[src/rtl/rgb_button_ctrl.sv]
// rgb_button_ctrl: button-to-RGB LED controller.
//
// Each raw button is synchronised by two flops and debounced. The debounced buttons
// pick a winner by fixed priority, where the lowest index wins. The winner's colour
// is looked up in a runtime colour table. The three LED pins are then gated by a
// shared PWM brightness stage.
//
// Two selection modes:
//   - Momentary (mode_latch=0): the LED follows the held button.
//   - Latched (mode_latch=1): a press selects a button, and a second press of the
//     same button releases it.
//
// Pipeline from a btn edge to the LED pins:
//   2 sync + DEBOUNCE_CYCLES debounce + 1 select + 1 output register.
//
// Build option:
//   RGB_BLINK_EN -- adds the blink input and the BLINK_DIV parameter. While blink=1,
//                   the LED pins are additionally gated by a phase that toggles every
//                   BLINK_DIV cycles.
//
// Ports:
//   clk         system clock
//   rst         synchronous, active-high reset
//   btn         raw asynchronous buttons, active-high
//   mode_latch  0 = momentary, 1 = latched
//   color_map   per-button colour; entry i = color_map[3i+2:3i] = {R,G,B}
//   duty        PWM brightness duty (all ones = always on)
//   led_red     registered red drive
//   led_green   registered green drive
//   led_blue    registered blue drive
//   sel_valid   registered: a colour is selected
//   active_idx  registered: index of the selected button, 0 when sel_valid=0
//   blink       (RGB_BLINK_EN only) enable blinking of the LED pins
module rgb_button_ctrl #(
  parameter int unsigned N_BTN           = 4,
  parameter int unsigned DEBOUNCE_CYCLES = 16,
  parameter int unsigned CNT_W           = 5,
  parameter int unsigned PWM_W           = 8,
  parameter int unsigned IDX_W           = 2
`ifdef RGB_BLINK_EN
  ,
  parameter int unsigned BLINK_DIV       = 1000000
`endif
) (
  input  logic               clk,
  input  logic               rst,
  input  logic [N_BTN-1:0]   btn,
  input  logic               mode_latch,
  input  logic [3*N_BTN-1:0] color_map,
  input  logic [PWM_W-1:0]   duty,
`ifdef RGB_BLINK_EN
  input  logic               blink,
`endif
  output logic               led_red,
  output logic               led_green,
  output logic               led_blue,
  output logic               sel_valid,
  output logic [IDX_W-1:0]   active_idx
);

  localparam logic [CNT_W-1:0] CntLast = CNT_W'(DEBOUNCE_CYCLES - 1);

  // ---------------------------------------------------------------------------
  // Two-flop synchroniser
  // ---------------------------------------------------------------------------
  logic [N_BTN-1:0] sync1_q, sync2_q;

  always_ff @(posedge clk) begin
    if (rst) begin
      sync1_q <= '0;
      sync2_q <= '0;
    end else begin
      sync1_q <= btn;
      sync2_q <= sync1_q;
    end
  end

  // ---------------------------------------------------------------------------
  // Debounce
  // The counter runs only while the synchronised input disagrees with the
  // debounced state. Any agreeing cycle restarts the count, so a glitch shorter
  // than DEBOUNCE_CYCLES never reaches db_q.
  // ---------------------------------------------------------------------------
  logic [N_BTN-1:0] db_q, db_d;
  logic [CNT_W-1:0] cnt_q [N_BTN];
  logic [CNT_W-1:0] cnt_d [N_BTN];

  always_comb begin
    for (int i = 0; i < N_BTN; i++) begin
      db_d[i]  = db_q[i];
      cnt_d[i] = '0;
      if (sync2_q[i] != db_q[i]) begin
        if (cnt_q[i] == CntLast) begin
          db_d[i] = ~db_q[i];
        end else begin
          cnt_d[i] = cnt_q[i] + CNT_W'(1);
        end
      end
    end
  end

  always_ff @(posedge clk) begin
    if (rst) begin
      db_q <= '0;
      for (int i = 0; i < N_BTN; i++) begin
        cnt_q[i] <= '0;
      end
    end else begin
      db_q <= db_d;
      for (int i = 0; i < N_BTN; i++) begin
        cnt_q[i] <= cnt_d[i];
      end
    end
  end

  // ---------------------------------------------------------------------------
  // Priority encoders: the lowest set index wins, and the result is 0 when no bit
  // is set.
  // ---------------------------------------------------------------------------
  logic [N_BTN-1:0] db_prev_q;
  logic [N_BTN-1:0] rise;
  logic             db_any, rise_any;
  logic [IDX_W-1:0] db_win, rise_win;

  assign rise     = db_q & ~db_prev_q;
  assign db_any   = |db_q;
  assign rise_any = |rise;

  always_comb begin
    db_win   = '0;
    rise_win = '0;
    for (int i = N_BTN - 1; i >= 0; i--) begin
      if (db_q[i]) begin
        db_win = IDX_W'(i);
      end
      if (rise[i]) begin
        rise_win = IDX_W'(i);
      end
    end
  end

  // ---------------------------------------------------------------------------
  // Selection
  // mode_q is the mode in effect this cycle. A cycle where mode_latch disagrees
  // with mode_q clears the selection, and the new mode applies from the next cycle.
  // ---------------------------------------------------------------------------
  logic             mode_q;
  logic             sel_valid_q, sel_valid_d;
  logic [IDX_W-1:0] sel_idx_q, sel_idx_d;

  always_comb begin
    sel_valid_d = sel_valid_q;
    sel_idx_d   = sel_idx_q;
    if (mode_latch != mode_q) begin
      sel_valid_d = 1'b0;
      sel_idx_d   = '0;
    end else if (!mode_q) begin
      sel_valid_d = db_any;
      sel_idx_d   = db_win;
    end else if (rise_any) begin
      if (sel_valid_q && (rise_win == sel_idx_q)) begin
        // Pressing the active button again releases it.
        sel_valid_d = 1'b0;
        sel_idx_d   = '0;
      end else begin
        sel_valid_d = 1'b1;
        sel_idx_d   = rise_win;
      end
    end
  end

  always_ff @(posedge clk) begin
    if (rst) begin
      db_prev_q   <= '0;
      mode_q      <= 1'b0;
      sel_valid_q <= 1'b0;
      sel_idx_q   <= '0;
    end else begin
      db_prev_q   <= db_q;
      mode_q      <= mode_latch;
      sel_valid_q <= sel_valid_d;
      sel_idx_q   <= sel_idx_d;
    end
  end

  // ---------------------------------------------------------------------------
  // PWM
  // ---------------------------------------------------------------------------
  logic [PWM_W-1:0] pwm_cnt_q;
  logic             pwm_on;

  // Full-scale duty is forced on; otherwise the compare would drop the top count.
  assign pwm_on = (pwm_cnt_q < duty) | (&duty);

  always_ff @(posedge clk) begin
    if (rst) begin
      pwm_cnt_q <= '0;
    end else begin
      pwm_cnt_q <= pwm_cnt_q + PWM_W'(1);
    end
  end

  // ---------------------------------------------------------------------------
  // Optional blink gate
  // ---------------------------------------------------------------------------
  logic blink_gate;

`ifdef RGB_BLINK_EN
  logic [31:0] blink_div_q, blink_div_d;
  logic        blink_phase_q, blink_phase_d;

  always_comb begin
    blink_div_d   = blink_div_q;
    blink_phase_d = blink_phase_q;
    if (!blink) begin
      blink_div_d   = '0;
      blink_phase_d = 1'b1;
    end else if (blink_div_q == 32'(BLINK_DIV - 1)) begin
      blink_div_d   = '0;
      blink_phase_d = ~blink_phase_q;
    end else begin
      blink_div_d   = blink_div_q + 32'd1;
    end
  end

  always_ff @(posedge clk) begin
    if (rst) begin
      blink_div_q   <= '0;
      blink_phase_q <= 1'b0;
    end else begin
      blink_div_q   <= blink_div_d;
      blink_phase_q <= blink_phase_d;
    end
  end

  assign blink_gate = ~blink | blink_phase_q;
`else
  assign blink_gate = 1'b1;
`endif

  // ---------------------------------------------------------------------------
  // Colour lookup and output register
  // color_map is read live, so a table change shows at the next output update.
  // ---------------------------------------------------------------------------
  logic [2:0] color;
  logic       led_en;
  logic       led_red_d, led_green_d, led_blue_d;

  always_comb begin
    color = '0;
    for (int i = 0; i < N_BTN; i++) begin
      if (sel_idx_q == IDX_W'(i)) begin
        color = color_map[3*i +: 3];
      end
    end
  end

  assign led_en      = sel_valid_q & pwm_on & blink_gate;
  assign led_red_d   = color[2] & led_en;
  assign led_green_d = color[1] & led_en;
  assign led_blue_d  = color[0] & led_en;

  always_ff @(posedge clk) begin
    if (rst) begin
      led_red    <= 1'b0;
      led_green  <= 1'b0;
      led_blue   <= 1'b0;
      sel_valid  <= 1'b0;
      active_idx <= '0;
    end else begin
      led_red    <= led_red_d;
      led_green  <= led_green_d;
      led_blue   <= led_blue_d;
      sel_valid  <= sel_valid_q;
      active_idx <= sel_idx_q;
    end
  end

endmodule

[config.mk]
export PLATFORM = sky130hd
export DESIGN_NAME = rgb_button_ctrl
export DESIGN_NICKNAME = d
export VERILOG_FILES = /design/src/rtl/rgb_button_ctrl.sv
export SDC_FILE = /design/constraint.sdc
export NUM_CORES = 1
export LEC_CHECK = 0
export BUFFER_PORTS_ARGS = -buffer_cell sky130_fd_sc_hd__buf_2
export CAP_MARGIN = 20
export CORE_MARGIN = 1
export CORE_UTILIZATION = 36
export DETAILED_ROUTE_END_ITERATION = 7
export PLACE_DENSITY = 0.54
export SETUP_SLACK_MARGIN = 0.2
export SYNTH_ARGS = -nofsm -noshare
export SYNTH_HDL_FRONTEND = slang
export SYNTH_SLANG_ARGS = --single-unit
[constraint.sdc]
create_clock -name clk -period 2.5 [get_ports clk]
set_input_delay 0.125 -clock clk [delete_from_list [all_inputs] [get_ports clk]]
set_output_delay 0.125 -clock clk [all_outputs]
set_load 0.005 [all_outputs]
== Word level (Yosys, flattened, before mapping) ==
Memories as Yosys holds them, arrays and structs flattened.
Index checks and enable logic that the tools add are counted.
Cells by class
  add/subtract/negate cells: 5
  order comparisons: 1
  equality and inequality tests: 14
  mux-type cells: 33
  bitwise gates (word level): 15
  reduce and logical (&&, ||, !) cells: 10
Operator list (count)
  $mux 5: 12
  $mux 2: 11
  $add 5x1->5 const B: 4
  $eq 5x4->1 const B: 4
  $mux 3: 4
  $add 8x1->8 const B: 1
  $lt 8x8->1: 1
  $reduce_and 2->1: 4
  $reduce_and 8->1: 1
  $reduce_or 4->1: 2
  $mux 1: 6
  $ne 1x1->1: 5
  $or 1x1->1: 5
  $and 1x1->1: 4
  $and 4x4->4: 1
  $eq 2x2->1 const B: 2
  $not 1->1: 4
  $not 4->4: 1
  $eq 2x1->1 const B: 1
  $eq 2x2->1: 1
  $logic_not 2->1: 1
  $ne 2x2->1 const B: 1
  $reduce_or 2->1: 1
  $logic_and 1x1->1: 1
Word-level totals
  register bits: 34
  bits in writable memories: 20
  output and inout port bits: 6
  logic and storage cells: 95
  memories kept: 1
Memories
  cnt_q: depth 4, width 5, rd ports 4, clocked after memory_dff 0, wr ports 4, line 85  | logic [CNT_W-1:0] cnt_q [N_BTN];

== Logic depth before layout (Yosys ltp) ==
  word-level depth: 11
  mapped depth: 7

== Worst setup path after synthesis ==
OpenSTA, ideal clock, no wires.
  path type: reg-to-reg
  start: reg db_q[0]
  end: reg sel_idx_q[0]
  setup time: 79 ps
  arrival time: 1441 ps
  slack: 979 ps
  stages on the path, launching flop included: 6
  buffers on the path: 0
  clock period less this slack: 1521 ps
  cell sequence: dfxtp_1 -> nor2b_1 -> a211oi_2 -> xnor2_1 -> a311o_1 -> a211oi_2
On the way
  word-level cells in the longest chain between the ends: 7
  elaborated cells on any way between the ends: 10
  those cells by class: eq/ne (2); mux (5); bitwise (1); reduce/logical (2)
Ends and longest elaborated chain
  start: declaration: line 84  | logic [N_BTN-1:0] db_q, db_d;
  start signal: assignment: line 104  | db_q <= '0;
  start signal: assignment: line 109  | db_q <= db_d;
  $and 4x4->4: line 125  | assign rise = db_q & ~db_prev_q;
  $mux 2: line 136  | if (rise[i]) begin
  $eq 2x2->1: line 161  | if (sel_valid_q && (rise_win == sel_idx_q)) begin
  $logic_and 1x1->1: line 161
  $mux 2: line 161
  $mux 2: line 160  | end else if (rise_any) begin
  $mux 2: line 157  | end else if (!mode_q) begin
  end signal: assignment: line 182  | sel_idx_q <= sel_idx_d;
  end: declaration: line 149  | logic [IDX_W-1:0] sel_idx_q, sel_idx_d;
Parallel ways exist; a longest one is shown, timed or not. The select of a mux whose other input is x is not followed.
A chain may end at the register's enable or synchronous reset.

== Final worst setup path ==
Ends and elaborated chain as after synthesis.

==> results.sh <==
export IMPL_synth_main_ff_cell="dfxtp_1"
export IMPL_critPathLaunchType="flip-flop"
export IMPL_crit_type="flip-flop to flip-flop"
export IMPL_final_cells=343
export IMPL_outcome="completed"
export IMPL_root_buffer="clkbuf_8"
export IMPL_drc_errors=0
export IMPL_drt_total_wl_um=3670
export IMPL_crit_top_cell="a211oi_2"
export IMPL_cts_sinks=54
export IMPL_critPathSlowestCell="dfxtp_1"
export IMPL_end_kind="flip-flop"
export IMPL_cts_buffers=5
export IMPL_worstPathMaxFanout=6
export IMPL_finalCriticalPeriod_ns=1.71
export IMPL_finalCritPeriodShare_pct=68.3
export IMPL_die_w_um=81.6
export IMPL_avgSynthCellArea_um2=9.79
export IMPL_netlist_area_leader_share_pct=47.4
export IMPL_synth_fp_nets=276
export IMPL_max_freq_mhz=585
export IMPL_async_flop_share_pct=0
export IMPL_drv_slew=0
export IMPL_syn_area_um2=2280
export IMPL_critPathRequiredTime_ns=2.72
export IMPL_crit_path_max_incr_delay_ns=0.42
export IMPL_num_rows=28
export IMPL_first_pass_iters=4
export IMPL_synth_area_leaders="dfxtp_1 47%, ha_1 8.8%, nor2_1 5.9%"
export IMPL_hp_class="input port to flip-flop"
export IMPL_cts_resized=0
export IMPL_synth_common_cells="54 x dfxtp_1, 36 x nor2_1, 19 x inv_1"
export IMPL_portBuffers=32
export IMPL_yosys_cell_count_top_type="dfxtp_1"
export IMPL_grt_pass1_vias=1483
export IMPL_vdd_ir_drop_max_uv=351
export IMPL_dieArea_um2=6660
export IMPL_holdBufCountCts=0
export IMPL_grt_usage_pct=12.7
export IMPL_insertion_delay_ns=0.30
export IMPL_power_density_nw_per_um2=585
export IMPL_finalSetupViolations=0
export IMPL_ys_warn_count=0
export IMPL_io_pins=33
export IMPL_start_util_pct=37.9
export IMPL_ys_seq_area_share_pct=47.4
export IMPL_yosysTopAreaCell="dfxtp_1"
export IMPL_placement_cell_area_um2=2520
export IMPL_viasPerCell=4.62
export IMPL_stdcell_area_um2=2640
export IMPL_antenna_cells=0
export IMPL_p_leak_nw=1.11
export IMPL_ant_nets=0
export IMPL_final_layout_size_suffix_gt1_share_pct=17.2
export IMPL_hold_viol=0
export IMPL_grt_pass1_wl_um=6430
export IMPL_place_gp_congestion=0.787
export IMPL_synth_edf_count=0
export IMPL_die_h_um=81.6
export IMPL_post_cts_buffers=0
export IMPL_drv_cap=0
export IMPL_clockBufferDepth=2
export IMPL_synth_cell_types=37
export IMPL_vias=1584
export IMPL_cp_cell_sequence="nor2b_1 -> a211oi_2 -> xnor2_1 -> a311o_1 -> a211oi_2"
export IMPL_overflow=0
export IMPL_clkTransAtPathRegs_ns=0.09
export IMPL_ys_seq_elements=54
export IMPL_fin_nets=311
export IMPL_h_tree_depth=2
export IMPL_tns_ns=0
export IMPL_syn2layout_area_growth_pct=15.6
export IMPL_fin_skew_ns=0.00607
export IMPL_antenna_found_initial=0
export IMPL_n_fill_cell=607
export IMPL_wire_per_inst_um=10.7
export IMPL_placed_cells=336
export IMPL_synth_cells=233
export IMPL_rsz0062_at_grt="false"
export IMPL_cts_tree="done"
export IMPL_grt_max_degree=24
export IMPL_drt_initial_drc_count=47
export IMPL_crit_arrival_ns=1.93
export IMPL_maxSlewHeadroom_pct=72.2
export IMPL_fp_coreArea_um2=6030
export IMPL_tightest_slew_ns=0.416
export IMPL_holdWs_ns=0.0312
export IMPL_hpwl_um=2740
## metal layers
layer / wire length (um) / global-route usage, % / part of all wire, % / vias up
li1: - / - / - / 843
met4: 63 / 6.32 / 1.7 / 0
met3: 161 / 3.33 / 4.4 / 7
met5: 0 / 0 / 0 / -
met1: 1930 / 16.5 / 52 / 709
met2: 1520 / 19.3 / 41 / 25
## per-stage QoR
stage,util [%],worst slack (ns),power (mW)
global route,43.8,0.598,1.62
floorplan,-,0.979,0.955
finish,43.8,0.792,1.54
global placement,41.9,0.902,0.990
detailed placement,41.9,0.827,0.991
CTS,43.8,0.784,1.57
## cell type report
| cell class | instances | area [um2] | share of cell area, % |
|---|---|---|---|
| clock buffer | 6 | 82.6 | 3.13 |
| clock inverter | 1 | 30.0 | 1.14 |
| inverter | 19 | 71.3 | 2.70 |
| multi-input combinational | 155 | 1110 | 42.1 |
| sequential | 54 | 1080 | 41.0 |
| tap | 75 | 93.8 | 3.56 |
| timing repair buffer | 33 | 168 | 6.36 |
## sequential cells by signal, indices dropped and copies added (netlist names)
signal / flops
db_q: 4
sync1_q: 4
led_green: 1
led_red: 1
sel_valid: 1
db_prev_q: 4
sel_idx_q: 2
pwm_cnt_q: 8
active_idx: 2
mode_q: 1
sel_valid_q: 1
led_blue: 1
cnt_q: 20
sync2_q: 4
## worst max-delay path: cells and delay by family, from the launching register on
family          cells  cell delay [ns]
xor+xnor            1             0.16
compound gates      3             0.67
flops               1             0.42
simple gates        1             0.38
## where the power goes
part | switching [mW] | internal (mW)
clock network | 0.252 | 0.320
registers | 0.0121 | 0.875
logic | 0.0385 | 0.0450
total | 0.303 | 1.24
## cells by family after synthesis
kind of cell / count (synthesis) / synth area share, %
fa+ha+maj: 16 / 8.77
buf+inv: 24 / 3.95
compound gates: 23 / 7.40
mux: 7 / 4.71
simple gates: 89 / 20.1
xor+xnor: 20 / 7.68
flops: 54 / 47.4
## cell usage in the layout (no fill, tap or decap), types with 2 or more instances in the layout
| cell type | instances |
|---|---|
| nor2_1 | 36 |
| xor2_1 | 8 |
| buf_2 | 32 |
| a31oi_1 | 2 |
| xnor2_1 | 12 |
| nand3_1 | 9 |
| or3_1 | 5 |
| mux4_2 | 3 |
| clkbuf_8 | 6 |
| dfxtp_1 | 54 |
| nor3_1 | 2 |
| nor2b_1 | 17 |
| mux2i_1 | 4 |
| and3_1 | 6 |
| a211oi_2 | 2 |
| inv_1 | 19 |
| nand4_1 | 2 |
| ha_1 | 16 |
| a21boi_0 | 3 |
| o21ai_0 | 5 |
| nand2b_1 | 5 |
| a21oi_1 | 3 |
## path summary, 6_finish.rpt
kind                                 start           end  slack, ns  depth (start not counted)
worst min register to register  sync1_q[1]    sync2_q[1]       0.44                          1
worst max-delay path               db_q[0]  sel_idx_q[0]       0.79                          5
worst min-delay path                btn[3]    sync1_q[3]       0.03                          2
worst max register to register     db_q[0]  sel_idx_q[0]       0.79                          5
Power figures use the tool's default switching activity.
